### config.mk
export PLATFORM = sky130hd
export DESIGN_NAME = main_memory_scheduler_flat
export DESIGN_NICKNAME = d
export VERILOG_FILES = /design/src/rtl/main_memory_scheduler_if.sv /design/src/rtl/main_memory_scheduler.sv /design/src/flat_wrapper.sv
export SDC_FILE = /design/constraint.sdc
export NUM_CORES = 1
export LEC_CHECK = 0
export CAP_MARGIN = 10
export CORE_AREA = 8 8 161 163
export CTS_CLUSTER_DIAMETER = 60
export DETAILED_ROUTE_END_ITERATION = 10
export DIE_AREA = 0 0 169 171
export GPL_ROUTABILITY_DRIVEN = 0
export GPL_TIMING_DRIVEN = 0
export PLACE_DENSITY_LB_ADDON = 0.1
export SYNTH_ARGS = -nofsm -noshare
export SYNTH_HDL_FRONTEND = slang
export SYNTH_SLANG_ARGS = --single-unit
export TNS_END_PERCENT = 20
### constraint.sdc
create_clock -name clk -period 1.7 [get_ports clk]
set_clock_uncertainty 0.2 [all_clocks]
set_input_delay 0.34 -clock clk [delete_from_list [all_inputs] [get_ports clk]]
set_output_delay 0.34 -clock clk [all_outputs]
set_load 0.01 [all_outputs]
### src/rtl/main_memory_scheduler_if.sv
// Bus bundle between the three requesters, the main-memory ports and the scheduler.
// Handshake: a request transfers in any cycle where req & ready; requesters hold fields until then.
interface main_memory_scheduler_if #(
    parameter int AW = 32
);
    logic          fetch_req;
    logic [AW-1:0] fetch_addr;
    logic          fetch_ready;
    logic          fetch_rvalid;
    logic [31:0]   fetch_rdata;

    logic          data_req;
    logic          data_we;
    logic [AW-1:0] data_addr;
    logic [31:0]   data_wdata;
    logic          data_ready;
    logic          data_rvalid;
    logic [31:0]   data_rdata;

    logic          ld_req;
    logic [AW-1:0] ld_addr;
    logic [31:0]   ld_wdata;
    logic          ld_ready;
    logic          ld_done;

    logic [31:0]   mem_raddr_0;
    logic [31:0]   mem_raddr_1;
    logic [31:0]   mem_rdata_0;
    logic [31:0]   mem_rdata_1;
    logic [31:0]   mem_waddr;
    logic [31:0]   mem_wdata;
    logic          mem_wen;

    logic          booted;
    logic          addr_err;

    modport slave (
        input  fetch_req, fetch_addr,
        output fetch_ready, fetch_rvalid, fetch_rdata,
        input  data_req, data_we, data_addr, data_wdata,
        output data_ready, data_rvalid, data_rdata,
        input  ld_req, ld_addr, ld_wdata, ld_done,
        output ld_ready,
        output mem_raddr_0, mem_raddr_1, mem_waddr, mem_wdata, mem_wen,
        input  mem_rdata_0, mem_rdata_1,
        output booted, addr_err
    );

    modport master (
        output fetch_req, fetch_addr,
        input  fetch_ready, fetch_rvalid, fetch_rdata,
        output data_req, data_we, data_addr, data_wdata,
        input  data_ready, data_rvalid, data_rdata,
        output ld_req, ld_addr, ld_wdata, ld_done,
        input  ld_ready,
        input  mem_raddr_0, mem_raddr_1, mem_waddr, mem_wdata, mem_wen,
        output mem_rdata_0, mem_rdata_1,
        input  booted, addr_err
    );
endinterface

### src/rtl/main_memory_scheduler.sv
// Dual-port main-memory scheduler: fetch on read port 0, data on read port 1,
// data/loader sharing the write port round-robin, gated by a BOOT/RUN state machine.
module main_memory_scheduler #(
    parameter int DEPTH = 2048,
    parameter int AW    = 32
) (
    input  logic                    clk,
    input  logic                    rst_n,
    main_memory_scheduler_if.slave  bus,
    output logic                    dbg_state_o
);
    typedef enum logic {BOOT = 1'b0, RUN = 1'b1} state_e;

    state_e      state_q, state_d;
    logic        rr_q, rr_d;
    logic        fetch_rvalid_q, fetch_rvalid_d;
    logic        data_rvalid_q, data_rvalid_d;
    logic [31:0] fetch_rdata_q, fetch_rdata_d;
    logic [31:0] data_rdata_q, data_rdata_d;
    logic        addr_err_q, addr_err_d;

    logic        fetch_ready, data_ready, ld_ready;
    logic        contend;
    logic        f_acc, dr_acc, dw_acc, ld_acc;
    logic [31:0] mem_waddr, mem_wdata;
    logic        mem_wen;

    function automatic logic in_range(input logic [AW-1:0] a);
        return a < AW'(DEPTH);
    endfunction

    always_comb begin
        state_d        = state_q;
        rr_d           = rr_q;
        fetch_ready    = 1'b0;
        data_ready     = 1'b0;
        ld_ready       = 1'b1;
        mem_waddr      = '0;
        mem_wdata      = '0;
        mem_wen        = 1'b0;
        fetch_rvalid_d = 1'b0;
        data_rvalid_d  = 1'b0;
        fetch_rdata_d  = fetch_rdata_q;
        data_rdata_d   = data_rdata_q;
        addr_err_d     = addr_err_q;

        contend = (state_q == RUN) && bus.data_req && bus.data_we && bus.ld_req;

        case (state_q)
            BOOT: begin
                if (bus.ld_done) state_d = RUN;
            end
            RUN: begin
                fetch_ready = 1'b1;
                // rr_q names the contention winner: 0 = loader, 1 = data.
                data_ready  = !(contend && !rr_q);
                ld_ready    = !(contend && rr_q);
                if (contend) rr_d = ~rr_q;
            end
            default: state_d = BOOT;
        endcase

        f_acc  = bus.fetch_req && fetch_ready;
        dr_acc = bus.data_req && !bus.data_we && data_ready;
        dw_acc = bus.data_req && bus.data_we && data_ready;
        ld_acc = bus.ld_req && ld_ready;

        if (ld_acc) begin
            mem_waddr = 32'(bus.ld_addr);
            mem_wdata = bus.ld_wdata;
            mem_wen   = in_range(bus.ld_addr);
        end else if (dw_acc) begin
            mem_waddr = 32'(bus.data_addr);
            mem_wdata = bus.data_wdata;
            mem_wen   = in_range(bus.data_addr);
        end

        if (f_acc) begin
            fetch_rvalid_d = 1'b1;
            fetch_rdata_d  = in_range(bus.fetch_addr) ? bus.mem_rdata_0 : 32'h0;
        end
        if (dr_acc) begin
            data_rvalid_d = 1'b1;
            data_rdata_d  = in_range(bus.data_addr) ? bus.mem_rdata_1 : 32'h0;
        end

        if ((f_acc && !in_range(bus.fetch_addr)) ||
            ((dr_acc || dw_acc) && !in_range(bus.data_addr)) ||
            (ld_acc && !in_range(bus.ld_addr)))
            addr_err_d = 1'b1;
    end

    always_ff @(posedge clk) begin
        if (!rst_n) begin
            state_q        <= BOOT;
            rr_q           <= 1'b0;
            fetch_rvalid_q <= 1'b0;
            data_rvalid_q  <= 1'b0;
            fetch_rdata_q  <= '0;
            data_rdata_q   <= '0;
            addr_err_q     <= 1'b0;
        end else begin
            state_q        <= state_d;
            rr_q           <= rr_d;
            fetch_rvalid_q <= fetch_rvalid_d;
            data_rvalid_q  <= data_rvalid_d;
            fetch_rdata_q  <= fetch_rdata_d;
            data_rdata_q   <= data_rdata_d;
            addr_err_q     <= addr_err_d;
        end
    end

    assign bus.fetch_ready  = fetch_ready;
    assign bus.fetch_rvalid = fetch_rvalid_q;
    assign bus.fetch_rdata  = fetch_rdata_q;
    assign bus.data_ready   = data_ready;
    assign bus.data_rvalid  = data_rvalid_q;
    assign bus.data_rdata   = data_rdata_q;
    assign bus.ld_ready     = ld_ready;
    assign bus.mem_raddr_0  = 32'(bus.fetch_addr);
    assign bus.mem_raddr_1  = 32'(bus.data_addr);
    assign bus.mem_waddr    = mem_waddr;
    assign bus.mem_wdata    = mem_wdata;
    assign bus.mem_wen      = mem_wen;
    assign bus.booted       = (state_q == RUN);
    assign bus.addr_err     = addr_err_q;
    assign dbg_state_o      = state_q;
endmodule
### src/flat_wrapper.sv
// flat-port wrapper written by rule: the top's interface ports become plain ports
module main_memory_scheduler_flat 
#(
    parameter int DEPTH = 2048,
    parameter int AW    = 32
)
  (clk, rst_n, dbg_state_o, bus_fetch_req, bus_fetch_addr, bus_fetch_ready, bus_fetch_rvalid, bus_fetch_rdata, bus_data_req, bus_data_we, bus_data_addr, bus_data_wdata, bus_data_ready, bus_data_rvalid, bus_data_rdata, bus_ld_req, bus_ld_addr, bus_ld_wdata, bus_ld_done, bus_ld_ready, bus_mem_raddr_0, bus_mem_raddr_1, bus_mem_waddr, bus_mem_wdata, bus_mem_wen, bus_mem_rdata_0, bus_mem_rdata_1, bus_booted, bus_addr_err);
  main_memory_scheduler_if #(.AW(AW)) bus_i ();
  input  logic clk;
  input  logic rst_n;
  output logic dbg_state_o;
  input wire logic [$bits(bus_i.fetch_req)-1:0] bus_fetch_req;
  input wire logic [$bits(bus_i.fetch_addr)-1:0] bus_fetch_addr;
  output wire logic [$bits(bus_i.fetch_ready)-1:0] bus_fetch_ready;
  output wire logic [$bits(bus_i.fetch_rvalid)-1:0] bus_fetch_rvalid;
  output wire logic [$bits(bus_i.fetch_rdata)-1:0] bus_fetch_rdata;
  input wire logic [$bits(bus_i.data_req)-1:0] bus_data_req;
  input wire logic [$bits(bus_i.data_we)-1:0] bus_data_we;
  input wire logic [$bits(bus_i.data_addr)-1:0] bus_data_addr;
  input wire logic [$bits(bus_i.data_wdata)-1:0] bus_data_wdata;
  output wire logic [$bits(bus_i.data_ready)-1:0] bus_data_ready;
  output wire logic [$bits(bus_i.data_rvalid)-1:0] bus_data_rvalid;
  output wire logic [$bits(bus_i.data_rdata)-1:0] bus_data_rdata;
  input wire logic [$bits(bus_i.ld_req)-1:0] bus_ld_req;
  input wire logic [$bits(bus_i.ld_addr)-1:0] bus_ld_addr;
  input wire logic [$bits(bus_i.ld_wdata)-1:0] bus_ld_wdata;
  input wire logic [$bits(bus_i.ld_done)-1:0] bus_ld_done;
  output wire logic [$bits(bus_i.ld_ready)-1:0] bus_ld_ready;
  output wire logic [$bits(bus_i.mem_raddr_0)-1:0] bus_mem_raddr_0;
  output wire logic [$bits(bus_i.mem_raddr_1)-1:0] bus_mem_raddr_1;
  output wire logic [$bits(bus_i.mem_waddr)-1:0] bus_mem_waddr;
  output wire logic [$bits(bus_i.mem_wdata)-1:0] bus_mem_wdata;
  output wire logic [$bits(bus_i.mem_wen)-1:0] bus_mem_wen;
  input wire logic [$bits(bus_i.mem_rdata_0)-1:0] bus_mem_rdata_0;
  input wire logic [$bits(bus_i.mem_rdata_1)-1:0] bus_mem_rdata_1;
  output wire logic [$bits(bus_i.booted)-1:0] bus_booted;
  output wire logic [$bits(bus_i.addr_err)-1:0] bus_addr_err;
  assign bus_i.fetch_req = bus_fetch_req;
  assign bus_i.fetch_addr = bus_fetch_addr;
  assign bus_fetch_ready = bus_i.fetch_ready;
  assign bus_fetch_rvalid = bus_i.fetch_rvalid;
  assign bus_fetch_rdata = bus_i.fetch_rdata;
  assign bus_i.data_req = bus_data_req;
  assign bus_i.data_we = bus_data_we;
  assign bus_i.data_addr = bus_data_addr;
  assign bus_i.data_wdata = bus_data_wdata;
  assign bus_data_ready = bus_i.data_ready;
  assign bus_data_rvalid = bus_i.data_rvalid;
  assign bus_data_rdata = bus_i.data_rdata;
  assign bus_i.ld_req = bus_ld_req;
  assign bus_i.ld_addr = bus_ld_addr;
  assign bus_i.ld_wdata = bus_ld_wdata;
  assign bus_i.ld_done = bus_ld_done;
  assign bus_ld_ready = bus_i.ld_ready;
  assign bus_mem_raddr_0 = bus_i.mem_raddr_0;
  assign bus_mem_raddr_1 = bus_i.mem_raddr_1;
  assign bus_mem_waddr = bus_i.mem_waddr;
  assign bus_mem_wdata = bus_i.mem_wdata;
  assign bus_mem_wen = bus_i.mem_wen;
  assign bus_i.mem_rdata_0 = bus_mem_rdata_0;
  assign bus_i.mem_rdata_1 = bus_mem_rdata_1;
  assign bus_booted = bus_i.booted;
  assign bus_addr_err = bus_i.addr_err;
  main_memory_scheduler #(.DEPTH(DEPTH), .AW(AW)) u_core (.clk(clk), .rst_n(rst_n), .bus(bus_i), .dbg_state_o(dbg_state_o));
endmodule
# After elaboration in Yosys (flattened, before gate mapping)
# Index checks and enable logic that the tools add are counted.
[totals] regBits=69 wordCells=51 in_bits=231 output_inout_bits=201
[classes] mux=15 reduce_logical=25 n_lt_le_gt_ge=3 bitwise=1
[op_table] cell="$mux 32" count=6
[op_table] cell="$lt 32x12->1 const B" count=3
[op_table] cell="$logic_and 1x1->1" count=14
[op_table] cell="$mux 1" count=9
[op_table] cell="$logic_not 1->1" count=7
[op_table] cell="$logic_or 1x1->1" count=3
[op_table] cell="$reduce_and 2->1" count=1
[op_table] cell="$not 1->1" count=1

# Logic depth before layout (Yosys ltp)
# Gate-level depths: netlist (run 1).
[logic_depth] word_depth=11 depth_mapped=7 depth_no_buf=4

# Least setup slack after synthesis (run 1)
# No wires, ideal clock.
[synth_timing] path_kind="register to output" from="register u_core.state_q, in the netlist u_core.bus.booted" to="output bus_mem_waddr[30]" stages_incl_launch_ff=7 required_time_ns=1.160 path_buffers=3 t_arrival_ns=1.428 slack_ns=-0.268 cell_sequence="dfxtp_1 -> buf_4 -> nand3_1 -> o21a_1 -> buf_2 -> buf_2 -> a22o_2"
[synth_via] elab_chain_len=9 elab_cells_between_ends=13 cone_classes="4 x mux; 9 x reduce/logical"
[synth_lines] item="from (decl)" line_no="main_memory_scheduler.sv:14" source="state_e state_q, state_d;"
[synth_lines] item="from (signal assigned)" line_no="main_memory_scheduler.sv:103" source="state_q <= state_d;"
[synth_lines] item="$logic_and 1x1->1 (3 in series)" line_no="main_memory_scheduler.sv:47" source="contend = (state_q == RUN) && bus.data_req && bus.data_we && bus.ld_req;"
[synth_lines] item="$logic_and 1x1->1" line_no="main_memory_scheduler.sv:56" source="data_ready = !(contend && !rr_q);"
[synth_lines] item="$logic_not 1->1" line_no="main_memory_scheduler.sv:56"
[synth_lines] item="$mux 1" line_no="main_memory_scheduler.sv:49" source="case (state_q)"
[synth_lines] item="$logic_and 1x1->1" line_no="main_memory_scheduler.sv:65" source="dw_acc = bus.data_req && bus.data_we && data_ready;"
[synth_lines] item="$mux 32" line_no="main_memory_scheduler.sv:72" source="end else if (dw_acc) begin"
[synth_lines] item="$mux 32 *" line_no="main_memory_scheduler.sv:68" source="if (ld_acc) begin"
[synth_lines] item="to (decl)" line_no="flat_wrapper.sv:31" source="output wire logic [$bits(bus_i.mem_waddr)-1:0] bus_mem_waddr;"
# Every way passes the cells marked *; elsewhere a longest branch is shown, timed or not.

# Worst setup path in the final report (run 1)
[layout_timing] from="register u_core.state_q, in the netlist u_core.bus.booted" to="output bus_mem_waddr[29]"
# Same word-level chain as after synthesis.

==> metrics.yaml, run 1 <==
grt:
  gr-usage-met2_pct: 30.8
  wire_length_of_the_first_global_routing_pass_um: 36100
  maximum_number_of_pins_on_one_net_before_global_route_repair: 14
  antenna_found_initial: 7
  global_route.peak_usage_layer: "met2"
  vias_in_the_first_global_route: 5264
  gr_usage_total_pct: 16.8
  met3_usage_pct: 7.05
  gr_util_met1_pct: 17.6
  grt-ovfl-total: 0
timing:
  rsz0062_at_grt: "yes"
  finalHoldViolCount: 0
  maxSlewViolCount: 0
  post-route-period-util_pct: 137
  slew-limit-headroom_pct: 66.3
  timing.fmax_mhz: 428
  final_period_minus_worst_setup_slack_ps: 2340
  report.final.setup_viol: 128
  max_slew.worst_pin.slew_ps: 505
  postLayoutSetupSlackWorst_ps: -637
job:
  cap_viol_max_count: 0
clock_tree:
  tritoncts_clock_tree: "built"
  cts-htree-levels: 3
  cts.root.buffer_cell: "clkbuf_16"
  max-clock-path-buffers: 2
  clk_sinks: 69
  clk_transition_reported_paths_ps: 60
  clkLatencyLatePin_ps: 330
  hold_buf_count_cts: 0
  tritoncts.num_buffers: 9
setup_path:
  worstSetupEndpointType: "primary output"
  worst_ep_required_ps: 1160
  crit_path_max_fanout: 7
  worst-endpoint-arrival_ps: 1800
  crit_type: "register to primary output"
  timing.critical_path.from_type: "register"
power:
  power.leakage_nw: 4.04
  vdd_ir_drop_max_mv: 0.448
  fin_total_pwr_w: 0.00513
  power_density_nw_per_um2: 579
logic_synthesis:
  synthFlopType: "dfxtp_1"
  synth-warning-count: 0
  ys_seq_area_share_pct: 34.9
  syn_area_per_cell_um2: 8.80
  synthesis.area_um2: 3960
  synth_async_sr_flop_share_pct: 0
  synth.lib_cells_used.distinct: 30
  synthesis.nets: 681
  synth_enable_flop_cells: 0
  synth_seq_cells: 69
  netlist_instances: 450
detailed_routing:
  postRouteAntennaNets: 0
  routed_wirelength_um: 25900
  detail_route.iter0.violations: 226
  detailedRoute.firstPassIterationCount: 4
  wl_per_cell_um: 21.3
  routed-via-count: 5008
  route.detailed.drc: 0
  avgViaCountPerCell: 4.12
floorplanning:
  die_extent_in_y_um: 171
  initial_core_util_pct: 17.0
  floorplan.die_area_um2: 28900
  die_width_um: 169
  floorplan.io_pins: 432
  num_rows: 56
  standard_cell_core_area_um2: 23300
place:
  dp_hpwl_um: 22100
  preCtsSetupSlack_ps: -1470
  port_buffers: 420
  dp.cells: 1189
worst_hold_path:
  hold_path.class: "register to register"
final_layout:
  final_layout_size_suffix_gt1_share_pct: 31.9
  design.final.nets: 1122
  areaGrowthSynthToFinish_pct: 123
  post_layout_nonfiller_instances: 1216
  final_core_utilization_pct: 38.0
  final_common_cell: "clkdlybuf4s50_1"
  mostFrequentLayoutCells: "clkdlybuf4s50_1, buf_4, a22o_1"
outcome:
  failed_checks: "setup timing"
  run_status: "complete, but fails checks"
[cells by family (layout without fill, tap and decap cells)]
logic type | after synthesis | after routing | share of synthesized area, %
other | 0 | 1 | 0
AOI/OAI and AO/OA | 137 | 137 | 29.0
and+or+nand+nor | 138 | 138 | 18.0
xor gates and xnor gates | 1 | 1 | 0.221
buffers and inverters | 105 | 551 | 17.8
DFF | 69 | 69 | 34.9
[per-stage QoR]
| stage | cell area (um2) | hold WS, ps | setup TNS, ps |
|---|---|---|---|
| after detailed placement | 8610 | 263 | -161580 |
| after CTS | 8710 | 274 | -46960 |
| final | 8850 | 271 | -45100 |
| after global routing | 8850 | 288 | -56800 |
| after global placement | 8610 | 261 | -163690 |
| after floorplan | 4010 | 217 | -4060 |
[layout make-up]
type,count,area [um2]
antenna,1,2.50
buffer,104,850
clock buffer,9,225
clock inverter,7,98.8
fill,2500,14400
inverter,1,3.75
multi-input combinational,276,2070
sequential,69,1390
tap,319,399
timing repair buffer,430,3810
[Yosys cell counts (3+ instances only)]
| library cell | count | area [um2] |
|---|---|---|
| a22o_1 | 96 | 841 |
| o21a_1 | 3 | 22.5 |
| nor3_1 | 4 | 20.0 |
| o31ai_1 | 32 | 240 |
| buf_4 | 67 | 503 |
| nor4_1 | 10 | 62.6 |
| buf_6 | 6 | 67.6 |
| and2_1 | 34 | 213 |
| nand2_1 | 73 | 274 |
| clkbuf_1 | 19 | 71.3 |
| buf_2 | 12 | 60.1 |
| nor2_1 | 5 | 18.8 |
| dfxtp_1 | 69 | 1380 |
[worst paths after layout]
check,cells after the start,to,start,slack [ps]
worst min register to register,1,u_core.bus.data_rdata[30],u_core.bus.data_rdata[30],270
worst min-delay path,1,u_core.bus.data_rdata[30],u_core.bus.data_rdata[30],270
worst max register to register,7,u_core.bus.data_rdata[28],u_core.bus.booted,-130
worst max-delay path,7,bus_mem_waddr[29],u_core.bus.booted,-640
[worst max-delay path, stage by stage, from the launching register on]
cell	delay [ps]
dfxtp_4	340
buf_6	120
nand3_4	80
o21a_4	260
buf_12	150
buf_12	130
a22o_4	250
buf_6	120
[power breakdown]
group / switching (W) / leakage [nW] / total (W) / internal, W
clock: 0.000764 / 0.156 / 0.00206 / 0.00129
combinational: 0.000565 / 3.32 / 0.00144 / 0.000877
sequential: 0.00000360 / 0.557 / 0.00163 / 0.00162
[timing repair]
| item | CTS | global route |
|---|---|---|
| pin swaps | 12 | 10 |
| resized for setup | 518 | 46 |
| hold endpoints to repair | 0 | 0 |
| buffers inserted | 6 | 3 |
| endpoints found under the setup margin | 257 | 137 |
| gates cloned | 0 | 1 |
[flip-flops by register name, indices dropped and copies added (netlist names)]
signal                   flops
u_core.bus.fetch_rvalid      1
u_core.bus.data_rvalid       1
u_core.bus.addr_err          1
u_core.bus.data_rdata       32
u_core.bus.booted            1
u_core.bus.fetch_rdata      32
u_core.rr_q                  1
[per-layer routing]
metal | up-vias | part of all wire, %
met1 | 2287 | 36
met5 | - | 0.26
met3 | 28 | 9.4
li1 | 2463 | -
met4 | 12 | 1.4
met2 | 218 | 52
Power figures use the tool's default switching activity.
==> inputs of run 2 (changes only) <==
--- a/config.mk
+++ b/config.mk
@@ -14,4 +14,5 @@
 export GPL_TIMING_DRIVEN = 0
 export PLACE_DENSITY_LB_ADDON = 0.1
+export SLEW_MARGIN = 0
 export SYNTH_ARGS = -nofsm -noshare
 export SYNTH_HDL_FRONTEND = slang
==> constraint.sdc (replaced) <==
create_clock -name clk -period 1.9 [get_ports clk]
set_clock_uncertainty 0.2 [all_clocks]
set_input_delay 0.19 -clock clk [delete_from_list [all_inputs] [get_ports clk]]
set_output_delay 0.19 -clock clk [all_outputs]
set_load 0.01 [all_outputs]
==> run 2 against run 1 <==
The flow still finishes with violations (setup timing); hold slack lost 120 ps; global-route usage shrank 0.41 points; sequential cell count is the same; power shrank 7.4%; design area grew 2.5%; non-clock buffer count shrank 7; first-iteration DRC count grew 7.1%; count of clock-buffer cells in the layout is the same; largest power group unchanged.
==> metrics.yaml, run 2 (synthesized netlist as in run 1, its figures left out) <==
setup_path:
  crit_path_max_fanout: 10
  timing.rr.start: "u_core.bus.booted"
  worst-endpoint-arrival_ps: 1690
  worst_setup_slack_for_register_to_register_paths_ps: 100
  path_cells: "nand3_4 > o21a_4 > buf_12 > buf_8 > a22o_1 > buf_6"
  timing.critical_path.from_type: "register"
  worst_ep_required_ps: 1510
  cpMaxStageDelayCell: "dfxtp_4"
  r2r-end: "u_core.bus.data_rdata[23]"
  worstSetupEndpointType: "primary output"
  crit_type: "register to primary output"
  worst_setup_path_startpoint: "u_core.bus.booted"
  worst_path_largest_cell_delay_ps: 370
  worst-r2r-cell-count: 6
floorplanning:
  floorplan.die_area_um2: 28900
  die_extent_in_y_um: 171
  standard_cell_core_area_um2: 23300
  floorplan.io_pins: 432
  num_rows: 56
  initial_core_util_pct: 17.0
  die_width_um: 169
timing:
  finalHoldViolCount: 0
  post-route-period-util_pct: 109
  rsz0062_at_grt: "yes"
  final_period_minus_worst_setup_slack_ps: 2080
  maxSlewViolCount: 0
  postLayoutSetupSlackWorst_ps: -180
  setup-tns-final_ps: -7850
  report.final.setup_viol: 65
  hold_ws_ps: 148
  max_slew.worst_pin.slew_ps: 563
  slew-limit-headroom_pct: 62.4
  timing.fmax_mhz: 481
power:
  power.leakage_nw: 3.60
  p_int_w: 0.00357
  power_density_nw_per_um2: 523
  vdd_ir_drop_max_mv: 0.391
  sw_frac_of_total_pct: 24.7
  clock_power_share_pct: 41.6
  fin_total_pwr_w: 0.00474
  power_frac_comb_pct: 27.7
  power.switching_w: 0.00117
  seqPwrFrac_pct: 30.7
detailed_routing:
  routed-via-count: 5000
  avgViaCountPerCell: 4.12
  detailedRoute.firstPassIterationCount: 4
  detail_route.iter0.violations: 242
  route.detailed.drc: 0
  routed_wirelength_um: 25300
  postRouteAntennaNets: 0
  wl_per_cell_um: 20.9
grt:
  grt-ovfl-total: 0
  gr_util_met1_pct: 14.9
  gr_usage_total_pct: 16.4
  global_route.peak_usage_layer: "met2"
  wire_length_of_the_first_global_routing_pass_um: 35300
  gr-usage-met2_pct: 32.7
  vias_in_the_first_global_route: 5320
  maximum_number_of_pins_on_one_net_before_global_route_repair: 14
  antenna_found_initial: 6
  met3_usage_pct: 6.84
job:
  cap_viol_max_count: 0
clock_tree:
  tritoncts_clock_tree: "built"
  clkLatencyLatePin_ps: 320
  tritoncts.num_buffers: 9
  clk_sinks: 69
  max-clock-path-buffers: 2
  clk_transition_reported_paths_ps: 60
  cts.root.buffer_cell: "clkbuf_16"
  cts-htree-levels: 3
final_layout:
  fillers: 2388
  design.final.nets: 1115
  final_common_cell: "clkdlybuf4s50_1"
  areaGrowthSynthToFinish_pct: 129
  mostFrequentLayoutCells: "clkdlybuf4s50_1, a22o_1, nand2_1, buf_4, dfxtp_1"
  final_layout_size_suffix_gt1_share_pct: 22.7
place:
  dp_hpwl_um: 21700
  port_buffers: 420
worst_hold_path:
  timing.hold.worst_path_depth: 2
  hold-path-endpoint: "u_core.bus.data_rvalid"
  hold_path.class: "input port to register"
  hold_path_startpoint: "bus_data_we"
outcome:
  failed_checks: "setup timing"
  run_status: "complete, but fails checks"
## run 2: cell types whose count changed in the layout (fill, tap and decap cells not counted), sizes merged
| cell | before | now |
|---|---|---|
| clkdlybuf4s50 | 199 | 343 |
| dlygate4sd2 | 86 | 10 |
| buf | 224 | 152 |
| diode | 1 | 5 |
| clkdlybuf4s15 | 7 | 4 |
| bufinv | 2 | 3 |
| clkinvlp | 1 | 0 |
## run 2: worst max-delay path by stage
stage | endpoint | slack, ps | depth (start not counted)
after floorplan | bus_mem_waddr[30] | 80 | 6
after global placement | bus_mem_wdata[25] | -990 | 7
after detailed placement | bus_mem_wdata[23] | -970 | 7
after CTS | bus_mem_wdata[26] | -230 | 6
after global routing | bus_mem_wdata[26] | -250 | 6
final | bus_mem_wdata[26] | -180 | 6
## run 2: power groups by stage
stage / sequential [W] / combinational (W) / clock (W)
after floorplan: 0.00149 / 0.000382 / 0
after global placement: 0.00149 / 0.00132 / 0
after detailed placement: 0.00149 / 0.00132 / 0
after CTS: 0.00146 / 0.00133 / 0.00204
after global routing: 0.00146 / 0.00139 / 0.00209
final: 0.00146 / 0.00132 / 0.00197
## run 2: timing repair
item                       4_1_cts  5_1_grt
hold buffers                     0        0
pin swaps                       25       12
gates cloned                     2        0
setup endpoints to repair      129      129
buffers inserted                 2        0
resized for setup              364       25
## run 2: layout make-up
cell class	instances	area [um2]	share of cell area, %
repair buffers	424	4100	45.2
multi-input cells	276	2010	22.2
flip-flops and latches	69	1390	15.3
plain buffers	103	808	8.92
well taps	319	399	4.40
clock buffers	9	225	2.48
clock inverters	7	121	1.34
diodes	5	12.5	0.138
inverters	1	3.75	0.0414
## run 2: metal layers
layer / share of wire [%] / routed length, um
met5: 0.10 / 26
met3: 9.7 / 2450
met1: 32 / 8210
met2: 56 / 14200
met4: 1.7 / 422
## run 2: worst max-delay path, delay by kind of cell, from the launching register on
family	cells	cell delay, ps
AO/OA/AOI/OAI	2	480
buffers and inverters	3	430
flip-flops	1	370
AND/OR/NAND/NOR	1	90
## run 2: per-stage QoR
step / setup WS, ps / cells / instance area, um2 / utilization (%)
6_report: -180 / 1213 / 9060 / 39.0
5_1_grt: -247 / 1210 / 9060 / 38.9
4_1_cts: -227 / 1208 / 8970 / 38.6
3_5_place_dp: -969 / 1189 / 8560 / 36.8
3_3_place_gp: -993 / 1189 / 8560 / 36.8
2_1_floorplan: 81.7 / 450 / 3960 / -
